--- config.mk ---
export PLATFORM = sky130hd
export DESIGN_NAME = wb2core
export DESIGN_NICKNAME = d
export VERILOG_FILES = /design/src/rtl/wb2core.sv
export SDC_FILE = /design/constraint.sdc
export NUM_CORES = 1
export LEC_CHECK = 0
export ABC_AREA = 1
export CAP_MARGIN = 20
export CORE_UTILIZATION = 37
export CTS_CLUSTER_DIAMETER = 200
export DETAILED_ROUTE_END_ITERATION = 8
export GPL_TIMING_DRIVEN = 0
export PLACE_DENSITY = 0.89
export SLEW_MARGIN = 25
export SYNTH_ARGS = -nofsm -noshare
export SYNTH_HDL_FRONTEND = slang
export SYNTH_SLANG_ARGS = --single-unit
export TNS_END_PERCENT = 10
--- constraint.sdc ---
create_clock -name clk -period 3.43 [get_ports clk]
set_clock_uncertainty 0.2 [all_clocks]
set_input_delay 0.686 -clock clk [delete_from_list [all_inputs] [get_ports clk]]
set_output_delay 0.686 -clock clk [all_outputs]
set_load 0.05 [all_outputs]
--- src/rtl/wb2core.sv ---
// Wishbone B4 pipelined slave to core-style req/gnt/rvalid bridge.
// One-entry request register, in-flight credit counter, abandon/drain on early cycle drop.
module wb2core #(
    parameter int unsigned AW             = 32,
    parameter int unsigned DW             = 32,
    parameter int unsigned MaxOutstanding = 2
) (
    input  logic            clk,
    input  logic            rst,
    input  logic            wb_cyc,
    input  logic            wb_stb,
    input  logic            wb_we,
    input  logic [DW/8-1:0] wb_sel,
    input  logic [AW-1:0]   wb_adr,
    input  logic [DW-1:0]   wb_dat_i,
    output logic            wb_stall,
    output logic            wb_ack,
    output logic            wb_err,
    output logic [DW-1:0]   wb_dat_o,
    output logic            core_req,
    output logic            core_we,
    output logic [DW/8-1:0] core_be,
    output logic [AW-1:0]   core_addr,
    output logic [DW-1:0]   core_wdata,
    input  logic            core_gnt,
    input  logic            core_rvalid,
    input  logic [DW-1:0]   core_rdata,
    input  logic            core_err
);

    localparam int unsigned   CW     = $clog2(MaxOutstanding + 1);
    localparam logic [CW-1:0] MaxCnt = CW'(MaxOutstanding);

    logic            req_valid_q, req_valid_d;
    logic            we_q;
    logic [DW/8-1:0] be_q;
    logic [AW-1:0]   addr_q;
    logic [DW-1:0]   wdata_q;
    logic [CW-1:0]   pending_q, pending_d;
    logic            abandon_q, abandon_d;
    logic            ack_q, ack_d;
    logic            err_q, err_d;
    logic [DW-1:0]   rdata_q;
    logic            accept;
    logic            rsp_ok;

    always_comb begin
        wb_stall = (req_valid_q & ~core_gnt) | ((pending_q == MaxCnt) & ~core_rvalid) | abandon_q;
        accept   = wb_cyc & wb_stb & ~wb_stall;
        // Responses with nothing in flight are protocol violations and are dropped.
        rsp_ok   = core_rvalid & (pending_q != '0);

        pending_d = pending_q;
        if (accept && !rsp_ok) begin
            pending_d = pending_q + CW'(1);
        end else if (!accept && rsp_ok) begin
            pending_d = pending_q - CW'(1);
        end

        // Once the master drops the cycle, drain every outstanding response silently.
        abandon_d   = (abandon_q | ~wb_cyc) & (pending_d != '0);
        req_valid_d = accept | (req_valid_q & ~core_gnt);
        ack_d       = rsp_ok & ~core_err & ~abandon_q & wb_cyc;
        err_d       = rsp_ok & core_err & ~abandon_q & wb_cyc;
    end

    always_ff @(posedge clk or posedge rst) begin
        if (rst) begin
            req_valid_q <= 1'b0;
            we_q        <= 1'b0;
            be_q        <= '0;
            addr_q      <= '0;
            wdata_q     <= '0;
            pending_q   <= '0;
            abandon_q   <= 1'b0;
            ack_q       <= 1'b0;
            err_q       <= 1'b0;
            rdata_q     <= '0;
        end else begin
            req_valid_q <= req_valid_d;
            pending_q   <= pending_d;
            abandon_q   <= abandon_d;
            ack_q       <= ack_d;
            err_q       <= err_d;
            if (accept) begin
                we_q    <= wb_we;
                be_q    <= wb_sel;
                addr_q  <= wb_adr;
                wdata_q <= wb_dat_i;
            end
            if (rsp_ok) begin
                rdata_q <= core_rdata;
            end
        end
    end

    assign core_req   = req_valid_q;
    assign core_we    = we_q;
    assign core_be    = be_q;
    assign core_addr  = addr_q;
    assign core_wdata = wdata_q;
    assign wb_ack     = ack_q;
    assign wb_err     = err_q;
    assign wb_dat_o   = rdata_q;

endmodule
=== Word level (Yosys, flattened, before mapping) ===
Index checks and enable logic that the tools add are counted.

* Flip-flop bits (word level): 107
* Input bits: 108
* Output and inout port bits: 105
* Logic and storage cells: 43

* $add $sub $neg: 2
* Equal/unequal tests: 1
* Muxes and demuxes: 2
* Bitwise logic cells: 22
* Reduce and logical (&&, ||, !) cells: 6

{| class="wikitable"
|+ Operators by type and width
! kind !! number
|-
| 1-bit AND || 12
|-
| 1-bit NOT || 6
|-
| 2-bit 2-to-1 mux || 2
|-
| 1-bit OR || 4
|-
| 2-bit nonzero test || 2
|-
| 2-bit by 1-bit adder with 2-bit output, second input constant || 1
|-
| 2-bit equality test, second input constant || 1
|-
| 1-bit logical AND || 2
|-
| 1-bit logical NOT || 2
|-
| 2-bit by 1-bit subtractor with 2-bit output, second input constant || 1
|}

=== Longest topological paths before layout ===
Gate-level depths: netlist (run 1).

* Word-level depth: 12
* Depth in mapped cells: 11
* Mapped depth without buffers: 11

=== Worst setup path after synthesis (run 1) ===
No wires, ideal clock.

* Kind: input to output
* From: input port core_rvalid
* To: output port wb_stall
* Arrival time: 1.179 ns
* Required time: 2.544 ns
* Setup slack: 1.365 ns
* Stages on the path: 3
* Path buffers: 0
* Cells stage by stage: inv_1 -> nand2_1 -> nand2_1

* Word-level cells in the longest chain between the ends: 4

{| class="wikitable"
|+ RTL lines
! item !! RTL line !! RTL
|-
| start: declaration || 26 || <nowiki>input logic core_rvalid,</nowiki>
|-
| 1-bit NOT || 48 || <nowiki>wb_stall = (req_valid_q & ~core_gnt) | ((pending_q == MaxCnt) & ~core_rvalid) | abandon_q;</nowiki>
|-
| 1-bit AND || 48 ||
|-
| 1-bit OR (2 in a row) || 48 ||
|-
| end: declaration || 16 || <nowiki>output logic wb_stall,</nowiki>
|}

No other way between the ends.

=== Worst setup path after layout (run 1) ===
Ends and elaborated chain as after synthesis.

==> results of run 1 <==
[per-layer routing]
| metal | vias to the layer above | global-route usage, % |
|---|---|---|
| met5 | - | 0 |
| met4 | 0 | 7.91 |
| met3 | 24 | 4.61 |
| met2 | 122 | 34.0 |
| met1 | 1590 | 22.2 |
| li1 | 1500 | - |
[where the power goes]
| group | switching (mW) | leakage, nW | internal (mW) |
|---|---|---|---|
| Sequential | 0.346 | 1.29 | 1.86 |
| Clock | 0.460 | 0.159 | 0.660 |
| Combinational | 2.85 | 1.96 | 1.80 |
[stage by stage]
| step | cell area [um2] | hold slack [ns] | instances | utilization [%] | power [mW] |
|---|---|---|---|---|---|
| 3_5_place_dp | 6730 | 0.266 | 682 | 58.7 | 6.89 |
| 5_1_grt | 7050 | 0.312 | 698 | 61.5 | 8.32 |
| 3_3_place_gp | 6670 | 0.262 | 679 | 58.1 | 6.78 |
| 4_1_cts | 7050 | 0.285 | 698 | 61.5 | 8.04 |
| 6_report | 7050 | 0.282 | 698 | 61.5 | 7.98 |
| 2_1_floorplan | 4370 | 0.298 | 324 | - | 5.30 |
[cells in the final DEF (no fill, tap or decap)]
master	count
clkdlybuf4s50_1	212
nand2_1	111
dfrtp_1	107
mux2_4	69
inv_1	10
clkbuf_16	9
buf_6	7
clkbuf_1	6
nor2_1	5
buf_12	3
nand3_1	2
clkinvlp_4	2
ha_1	2
clkinv_2	2
bufinv_16	2
clkinv_1	1
nand4_4	1
a21oi_1	1
nand4_1	1
inv_6	1
clkbuf_8	1
[worst paths after layout]
check                                      end  slack (ns)  cells after the start
min in group asynchronous       core_wdata[18]        0.51                      2
worst max-delay path                  wb_stall        0.33                      5
worst min register to register    wb_dat_o[30]        0.28                      2
worst min-delay path              wb_dat_o[30]        0.28                      2
max in group asynchronous       core_wdata[24]        1.79                      4
worst max register to register       abandon_q        1.43                     11
[state kept, by name, summed over array words and instances, names as in the netlist]
signal	cells
core_addr	32
pending_q	2
abandon_q	1
core_req	1
core_wdata	32
core_we	1
wb_dat_o	32
wb_err	1
wb_ack	1
core_be	4
[worst min-delay path: stages (launching register included)]
cell and delay [ns]:
dfrtp_1 0.34, nand2_1 0.05, nand2_1 0.05
[logic make-up after synthesis]
group	after synthesis
flops	107
simple gates	120
compound gates	1
fa+ha+maj	2
buf+inv	25
mux	69
[area by class of cell]
cell class | instances | area share [%]
inverters | 12 | 0.692
flip-flops and latches | 107 | 38.0
multi-input cells | 192 | 21.8
clock inverters | 6 | 1.22
plain buffers | 13 | 1.44
well taps | 143 | 2.54
clock buffers | 10 | 3.39
repair buffers | 215 | 30.9
==> key figures, run 1 <==
Yosys
  – Syn nets: 434
  – Synth warn: 0
  – Synth Area in Adders: 0.574%
  – Area share of the largest cell type after synthesis: 61.4%
  – Compound-Gate Fraction of Synth Area: 0.115%
  – Xor and xnor area share after synthesis: 0%
  – Register area share after synthesis: 61.4%
  – Avg Inst Size Synth: 13.5 um2
  – Post-synth top cells: 111 x nand2_1, 107 x dfrtp_1, 69 x mux2_4
  – Post-synth ARST share: 100%
  – Synthesized area: 0.00436 mm2
  – Post-synthesis simple-gate area fraction: 10.8%
  – Cell taking the most area after synthesis: dfrtp_1
  – Primary FF master, synth: dfrtp_1
  – Multiplexer share of the synthesized area: 23.7%
  – Main combinational cell family by area after synthesis: multiplexers
  – Cell variety after synth: 13
  – #FFs+latches synth: 107
  – Post-synth EDFFs: 0
  – Top-count cell post-synth: nand2_1
  – Post-Syn Instances: 324
  – Main area contributors after synthesis: dfrtp_1 61%, mux2_4 24%, nand2_1 9.5%

Clocking
  – Post-CTS Setup Inserts: 0
  – CTS Buf Count: 9
  – Clk sink count: 107
  – CTS tree: yes
  – Clock Latency Late Sink: 0.34 ns
  – Clk slew on worst S/H paths: 0.06 ns
  – Longest Clk Path Bufs: 2
  – CTS Root Cell: clkbuf_16
  – Cts repair resizes: 0
  – Htree depth: 3
  – Cts hold-fix bufs: 0

STA
  – Fin worst setup slack: 0.325 ns
  – Slew Limit Headroom: 63.9%
  – Pins Over Slew Limit: 0
  – Fin crit share: 90.5%
  – Worst-margin pin slew: 0.542 ns
  – RSZ-0062 raised after global routing: no
  – FMAX: 322 MHz
  – Final Hold Viols: 0
  – Tmin final: 3.10 ns
  – Setup TNS: 0 ns
  – Final Setup Violations: 0

Detailed routing
  – Highest routed metal layer: met4
  – DRC: 0
  – Vias per inst: 4.64
  – Met1 wire length: 4.57 mm
  – Met3 WL: 562 um
  – Via count: 3236
  – Initial DRC Count: 138
  – Detailed-route wire length per cell: 16.1 um
  – ANT nets after route: 0
  – Post-Route WL: 11.2 mm
  – Met2 Routed Length: 5.84 mm
  – Detailed Routing Iterations Pass 1: 4

Critical path
  – Worst Setup SP: core_rvalid
  – Largest stage delay, worst path: 0.81 ns
  – Crit path capture type: output port
  – FF-to-FF Start: pending_q[0]
  – Critical Path, Cell by Cell: clkdlybuf4s50_1 -> inv_1 -> nand2_1 -> nand2_1 -> clkdlybuf4s50_1
  – CP delay by family, top: buffers and inverters
  – Critical path peak fanout: 3
  – Crit path buf inv count: 3
  – Startpoint types: primary input
  – CP Class: in -> out
  – Crit path max-delay cell type: clkdlybuf4s50_1
  – Worst EP arrival: 2.22 ns
  – CP required: 2.54 ns

Die
  – Initial core utilization: 38.0%
  – Die Y-Extent: 111 um
  – Rows: 39
  – I/O pins: 213
  – Die ar.: 0.0122 mm2
  – Die W: 111 um
  – Core area: 0.0115 mm2

Job
  – Max Cap Viol: 0

Finish
  – Fin nets: 660
  – Layout area overhead: 61.7%
  – Antenna cell count: 0
  – Area of the multi-input gates: 0.00154 mm2
  – FILL cells: 876
  – Storage element area: 0.00268 mm2
  – Fraction of layout cells with a size suffix above 1: 17.5%

Power and ir drop
  – Pleak: 3.41 nW
  – Cell Pwr Density: 1130 mW/mm2
  – VDD IR max: 0.746 mV

Place
  – GPL Wtd Cong: 0.758
  – Dpl hpwl: 8.57 mm
  – Place WS: 0.349 ns
  – I/O Buffers: 212

Hold path
  – Hold_sp: wb_dat_o[30]
  – HP Class: reg -> reg

GRT
  – Total Routing Usage GR: 19.2%
  – First-pass GRT wire length: 18.3 mm
  – Antenna violations before repair: 0
  – Vias in the first global route: 3586
  – Largest net degree at the start of global routing: 33
  – GR Overflow Total: 0

Outcome
  – Status: finished clean
(Power assumes the default switching activity.)
==> inputs of run 2 (changes only) <==
Settings changed: CTS_CLUSTER_SIZE set to 16.
==> results of run 2 <==
Same layout as run 1: the final DEF is identical, and so are final timing and power.
==> inputs of run 3 (changes only) <==
Settings changed: PLACE_DENSITY 0.89 to 0.83.
==> run 3 against run 2 <==
Effect of this change: worst hold slack worse by 0.0037 ns; largest cell class unchanged; largest power group unchanged; clock-buffer cell count unchanged; fmax fell by 1.3%; flip-flop and latch count unchanged; clock power decreased by 5%; critical path depth unchanged; critical path type unchanged.
==> key figures, run 3 (synthesized netlist as in run 1, its figures left out) <==
Die
  – I/O pins: 213 (unchanged)
  – Die ar.: 0.0122 mm2 (unchanged)
  – Core area: 0.0115 mm2 (unchanged)
  – Rows: 39 (unchanged)
  – Die W: 111 um (unchanged)
  – Die Y-Extent: 111 um (unchanged)
  – Initial core utilization: 38.0% (unchanged)

Clocking
  – Clock Latency Late Sink: 0.34 ns (about the same)
  – Htree depth: 3 (unchanged)
  – Clk slew on worst S/H paths: 0.06 ns (about the same)
  – Post-CTS Setup Inserts: 0 (unchanged)
  – CTS tree: yes
  – CTS Buf Count: 9 (unchanged)
  – Longest Clk Path Bufs: 2 (unchanged)
  – Cts repair resizes: 0 (unchanged)
  – CTS Root Cell: clkbuf_16
  – Cts hold-fix bufs: 0 (unchanged)
  – Clk sink count: 107 (unchanged)

STA
  – Tmin final: 3.15 ns (+0.0422 ns)
  – FMAX: 318 MHz (-1.3%)
  – Worst-margin pin slew: 0.551 ns (+0.00912 ns)
  – Final Hold Viols: 0 (unchanged)
  – Slew Limit Headroom: 63.2% (-0.72 points)
  – Fin crit share: 91.7% (+1.2 points)
  – Final Setup Violations: 0 (unchanged)
  – Pins Over Slew Limit: 0 (unchanged)
  – RSZ-0062 raised after global routing: no
  – Setup TNS: 0 ns (unchanged)

Critical path
  – Largest stage delay, worst path: 0.85 ns (+0.04 ns)
  – R2R setup slack: 1.37 ns (-0.06 ns)
  – Critical Path, Cell by Cell: clkdlybuf4s50_1 -> inv_1 -> nand2_1 -> nand2_1 -> clkdlybuf4s50_1
  – Crit path capture type: output port
  – CP Class: in -> out
  – Crit path max-delay cell type: clkdlybuf4s50_1
  – Worst EP arrival: 2.26 ns (+0.04 ns)
  – Startpoint types: primary input
  – Critical path peak fanout: 3 (unchanged)
  – CP required: 2.54 ns (about the same)

GRT
  – GR Overflow Total: 0 (unchanged)
  – Vias in the first global route: 3452 (-3.7%)
  – Largest net degree at the start of global routing: 32 (-3.0%)
  – Total Routing Usage GR: 18.7% (-0.46 points)
  – Antenna violations before repair: 0 (unchanged)
  – First-pass GRT wire length: 18.1 mm (-1.3%)

Detailed routing
  – DRC: 0 (unchanged)
  – Via count: 3204 (-0.99%)
  – Vias per inst: 4.58 (-1.1%)
  – Detailed-route wire length per cell: 15.7 um (-2.6%)
  – Post-Route WL: 11.0 mm (-2.5%)
  – Initial DRC Count: 67 (-51%)
  – Detailed Routing Iterations Pass 1: 6 (+2)
  – ANT nets after route: 0 (unchanged)

Finish
  – Layout area overhead: 62.3%
  – Finished Core Util: 61.8% (+0.25 points)
  – Antenna cell count: 0 (unchanged)
  – Most common cell after layout, fill and taps aside: clkdlybuf4s50_1
  – Highest-count cells in the layout ignoring fill and taps: 212 x clkdlybuf4s50_1, 111 x nand2_1, 107 x dfrtp_1, 69 x mux2_4, 10 x inv_1
  – Layout Cells excl Fill: 699 (+0.14%)
  – Fraction of layout cells with a size suffix above 1: 17.6% (+0.15 points)
  – Fin nets: 661 (+0.15%)

Place
  – GPL Wtd Cong: 0.769 (+1.4%)
  – Dpl hpwl: 8.32 mm (-2.9%)
  – Placed cell count: 683 (+0.15%)
  – I/O Buffers: 212 (unchanged)

Outcome
  – Status: finished clean

Power and ir drop
  – VDD IR max: 0.888 mV (+19%)
  – Total power: 7.93 mW (-0.59%)
  – Pleak: 3.41 nW (about the same)
  – Cell Pwr Density: 1120 mW/mm2 (-1.0%)

Job
  – Max Cap Viol: 0 (unchanged)

Hold path
  – HP Class: reg -> reg
run 3: cell types whose count changed in the layout (fill, tap and decap cells not counted):
| cell | before | now |
|---|---|---|
| inv_6 | 1 | 0 |
| clkinvlp_4 | 2 | 4 |
| clkinv_4 | 0 | 1 |
| inv_8 | 0 | 1 |
| clkinv_2 | 2 | 0 |
| bufinv_16 | 2 | 1 |
| buf_12 | 3 | 1 |
| buf_16 | 0 | 3 |
run 3: final cells by class:
class	count	area (um2)
inverters	12	48.8
fillers	905	4390
well taps	143	179
plain buffers	13	101
repair buffers	216	2220
multi-input cells	192	1540
clock buffers	10	239
clock inverters	6	72.6
flip-flops and latches	107	2680
run 3: critical path, delay by kind of cell:
kind | cells | cell delay, ns
and+or+nand+nor | 2 | 0.24
buffers and inverters | 3 | 1.33
run 3: through the flow:
stage | hold WS (ns) | instance area, um2 | worst slack [ns]
5_1_grt | 0.300 | 7080 | 0.203
6_report | 0.278 | 7080 | 0.283
3_5_place_dp | 0.264 | 6770 | 0.323
2_1_floorplan | 0.298 | 4370 | 1.26
4_1_cts | 0.282 | 7080 | 0.288
3_3_place_gp | 0.261 | 6670 | 0.274
run 3: layer usage:
metal / vias to the layer above / global-route usage (%) / part of all wire [%] / wire length (um)
li1: 1500 / - / - / -
met1: 1546 / 22.2 / 41 / 4500
met2: 146 / 32.0 / 50 / 5470
met3: 12 / 6.20 / 7.7 / 841
met4: 0 / 6.13 / 1.3 / 138
met5: - / 0 / 0 / 0
run 3: report_power, final:
| group | internal, mW | switching, mW | leakage, nW |
|---|---|---|---|
| registers | 1.86 | 0.350 | 1.29 |
| clock network | 0.592 | 0.468 | 0.143 |
| logic | 1.81 | 2.86 | 1.98 |
| total | 4.26 | 3.67 | 3.41 |
run 3: final timing paths:
path | from | end | cells past startpoint
worst max-delay path | core_rvalid | wb_stall | 5
worst min register to register | wb_dat_o[18] | wb_dat_o[18] | 2
worst min-delay path | wb_dat_o[18] | wb_dat_o[18] | 2
worst max register to register | pending_q[0] | abandon_q | 11
max in group asynchronous | rst | core_be[2] | 5
min in group asynchronous | rst | wb_dat_o[27] | 2
==> edit, RTL diff (flow settings as in run 3) <==
Make the reset (`rst`) synchronous in one clocked block.
--- a/src/rtl/wb2core.sv
+++ b/src/rtl/wb2core.sv
@@ -64,7 +64,7 @@
         err_d       = rsp_ok & core_err & ~abandon_q & wb_cyc;
     end
 
-    always_ff @(posedge clk or posedge rst) begin
+    always_ff @(posedge clk) begin
         if (rst) begin
             req_valid_q <= 1'b0;
             we_q        <= 1'b0;
Function: differs if rst is asserted again (counterexample within 4 cycles, from zero or initial values and one cycle with rst high); with rst held inactive, the same outputs for 10 cycles.
==> edit against run 3 <==
Core utilization up 1.9 points. Synthesized area decreased by 14%. Routed wire length increased by 2.5%. Critical endpoint unchanged. Final area is 12% lower. Critical path type unchanged. Sequential cell count unchanged. Setup slack improved by 93 ps. Die area down 14%.
Power is not compared: it rests on default switching activity, and its combinational part moved more than twofold at a synthesized area within 25%.
==> edit: results (changes against run 3) <==
status=finished clean (unchanged); total routed wirelength=11200 um (was 11000 um); GRT Total Usage=21.0% (was 18.7%); number of global-route vias before repair=3625 (was 3452); Hold Crit Start=core_wdata[23]$_SDFFE_PP0P_ (was wb_dat_o[18]$_DFFE_PP0N_); Synth area leaders=dfxtp_1 (57%), nor2_1 (20%), o21ai_0 (13%), clkbuf_1 (2.3%), nand2_1 (1.3%) (was dfrtp_1 (61%), mux2_4 (24%), nand2_1 (9.5%), buf_6 (1.8%), inv_1 (0.95%)); Yosys cell types=17 (was 13); clock tree root driver cell=clkbuf_8 (was clkbuf_16); worst skew pair latency=350 ps; WL met2=5430 um (was 5470 um); count leader, synth=nor2_1 (was nand2_1); Max Used Layer=met4 (unchanged); Via density=4.67 (was 4.58); Mapped Nets=592 (was 434); sequential area share after synthesis=57.1% (was 61.4%); Iter 0 DRT Violations=80 (was 67); largest net degree at the start of global routing=16 (was 32); crit-path max cell delay=830 ps (was 850 ps); setup violators final=0 (unchanged); Clk pin slew, worst setup/hold paths=90 ps (was 60 ps); Worst Path Max Fanout=3 (unchanged); initial antenna violation count=0 (unchanged); first-pass GRT wire length=16900 um (was 18100 um); layout cells sized above 1=3.94% (was 17.6%); fillers=854 (was 905); Synth Warn #=0 (unchanged); # nets final=815 (was 661); LEAKAGE=2.41 nW; cell family with most CP delay=buffers and inverters (unchanged); Resize count post-CTS=0 (unchanged); routed wl met3=1200 um (was 841 um); CP startpoint=core_rvalid (unchanged); slowest CP cell=clkdlybuf4s50_1 (unchanged); Hold WC Path Type=reg -> reg (unchanged); diodes inserted=0 (unchanged); H-tree depth=3 (unchanged); gpl congestion=0.837 (was 0.769); TritonRoute pass-1 iters=4 (was 6); setup bufs post-CTS=0 (unchanged); port bufs=212 (unchanged); Clock Path Buffers=2 (unchanged); CTS buffer count=9 (unchanged); post-detail-place hpwl=8870 um (was 8320 um); Worst-Margin Slew=544 ps (was 551 ps); remaining antenna violation count after routing=0 (unchanged); most frequent cells after synthesis=nor2_1 (202), dfxtp_1 (107), o21ai_0 (101), clkbuf_1 (23), nand2_1 (13) (was nand2_1 (111), dfrtp_1 (107), mux2_4 (69), inv_1 (11), buf_6 (7)); asr flop ratio synth=0% (was 100%); worst reg2reg path startpoint=pending_q[0]$_SDFF_PP0_ (was pending_q[0]$_DFF_PP0_); Peak VDD IR=0.426 mV; Metal-1 WL=4320 um (was 4500 um)
-- edit: layout make-up --
| cell class | count | area (sq um) | area share [%] |
|---|---|---|---|
| multi-input cells | 330 | 1420 | 22.7 |
| well taps | 133 | 166 | 2.66 |
| flip-flops and latches | 107 | 2140 | 34.3 |
| inverters | 14 | 52.6 | 0.841 |
| clock buffers | 15 | 176 | 2.82 |
| plain buffers | 31 | 139 | 2.22 |
| clock inverters | 1 | 30.0 | 0.481 |
| repair buffers | 212 | 2120 | 34.0 |
-- edit: kinds of logic after synthesis --
group | share of synthesized area (%)
AND/OR/NAND/NOR | 23.3
flip-flops | 57.1
AO/OA/AOI/OAI | 13.9
buffers and inverters | 5.10
adder cells (fa/ha/maj) | 0.667
-- edit: per-layer routing --
metal  GRT usage [%]  up-vias
li1                -     1976
met1            22.2     1763
met2            36.7      171
met3            7.93       24
met4            9.89        0
met5               0        -
-- edit: per-stage QoR --
step                      hold slack (ps)  setup WS [ps]  std cells  util (%)  area (sq um)
after global routing                  310            312        843      63.6          6250
final                                 285            376        843      63.6          6250
after CTS                             291            370        843      63.6          6250
after global placement                261            390        827      61.5          6040
after detailed placement              270            369        827      61.5          6040
after floorplan                       286           1380        482         -          3750
-- edit: where the power goes --
| group | switching (mW) | internal, mW |
|---|---|---|
| Combinational | 1.38 | 0.713 |
| Sequential | 0.124 | 1.49 |
| Clock | 0.387 | 0.400 |
-- edit: final timing paths --
kind / end / slack [ps] / cells after the start
min reg2reg: core_wdata[23]$_SDFFE_PP0P_ / 290 / 2
min: core_wdata[23]$_SDFFE_PP0P_ / 290 / 2
max reg2reg: wb_dat_o[12]$_SDFFE_PP0N_ / 1540 / 8
max: wb_stall / 380 / 5
-- edit: worst min-delay path: stages, from the launching register on --
cell and delay, ps:
dfxtp_1 330, nor2_1 50, nor2_1 80
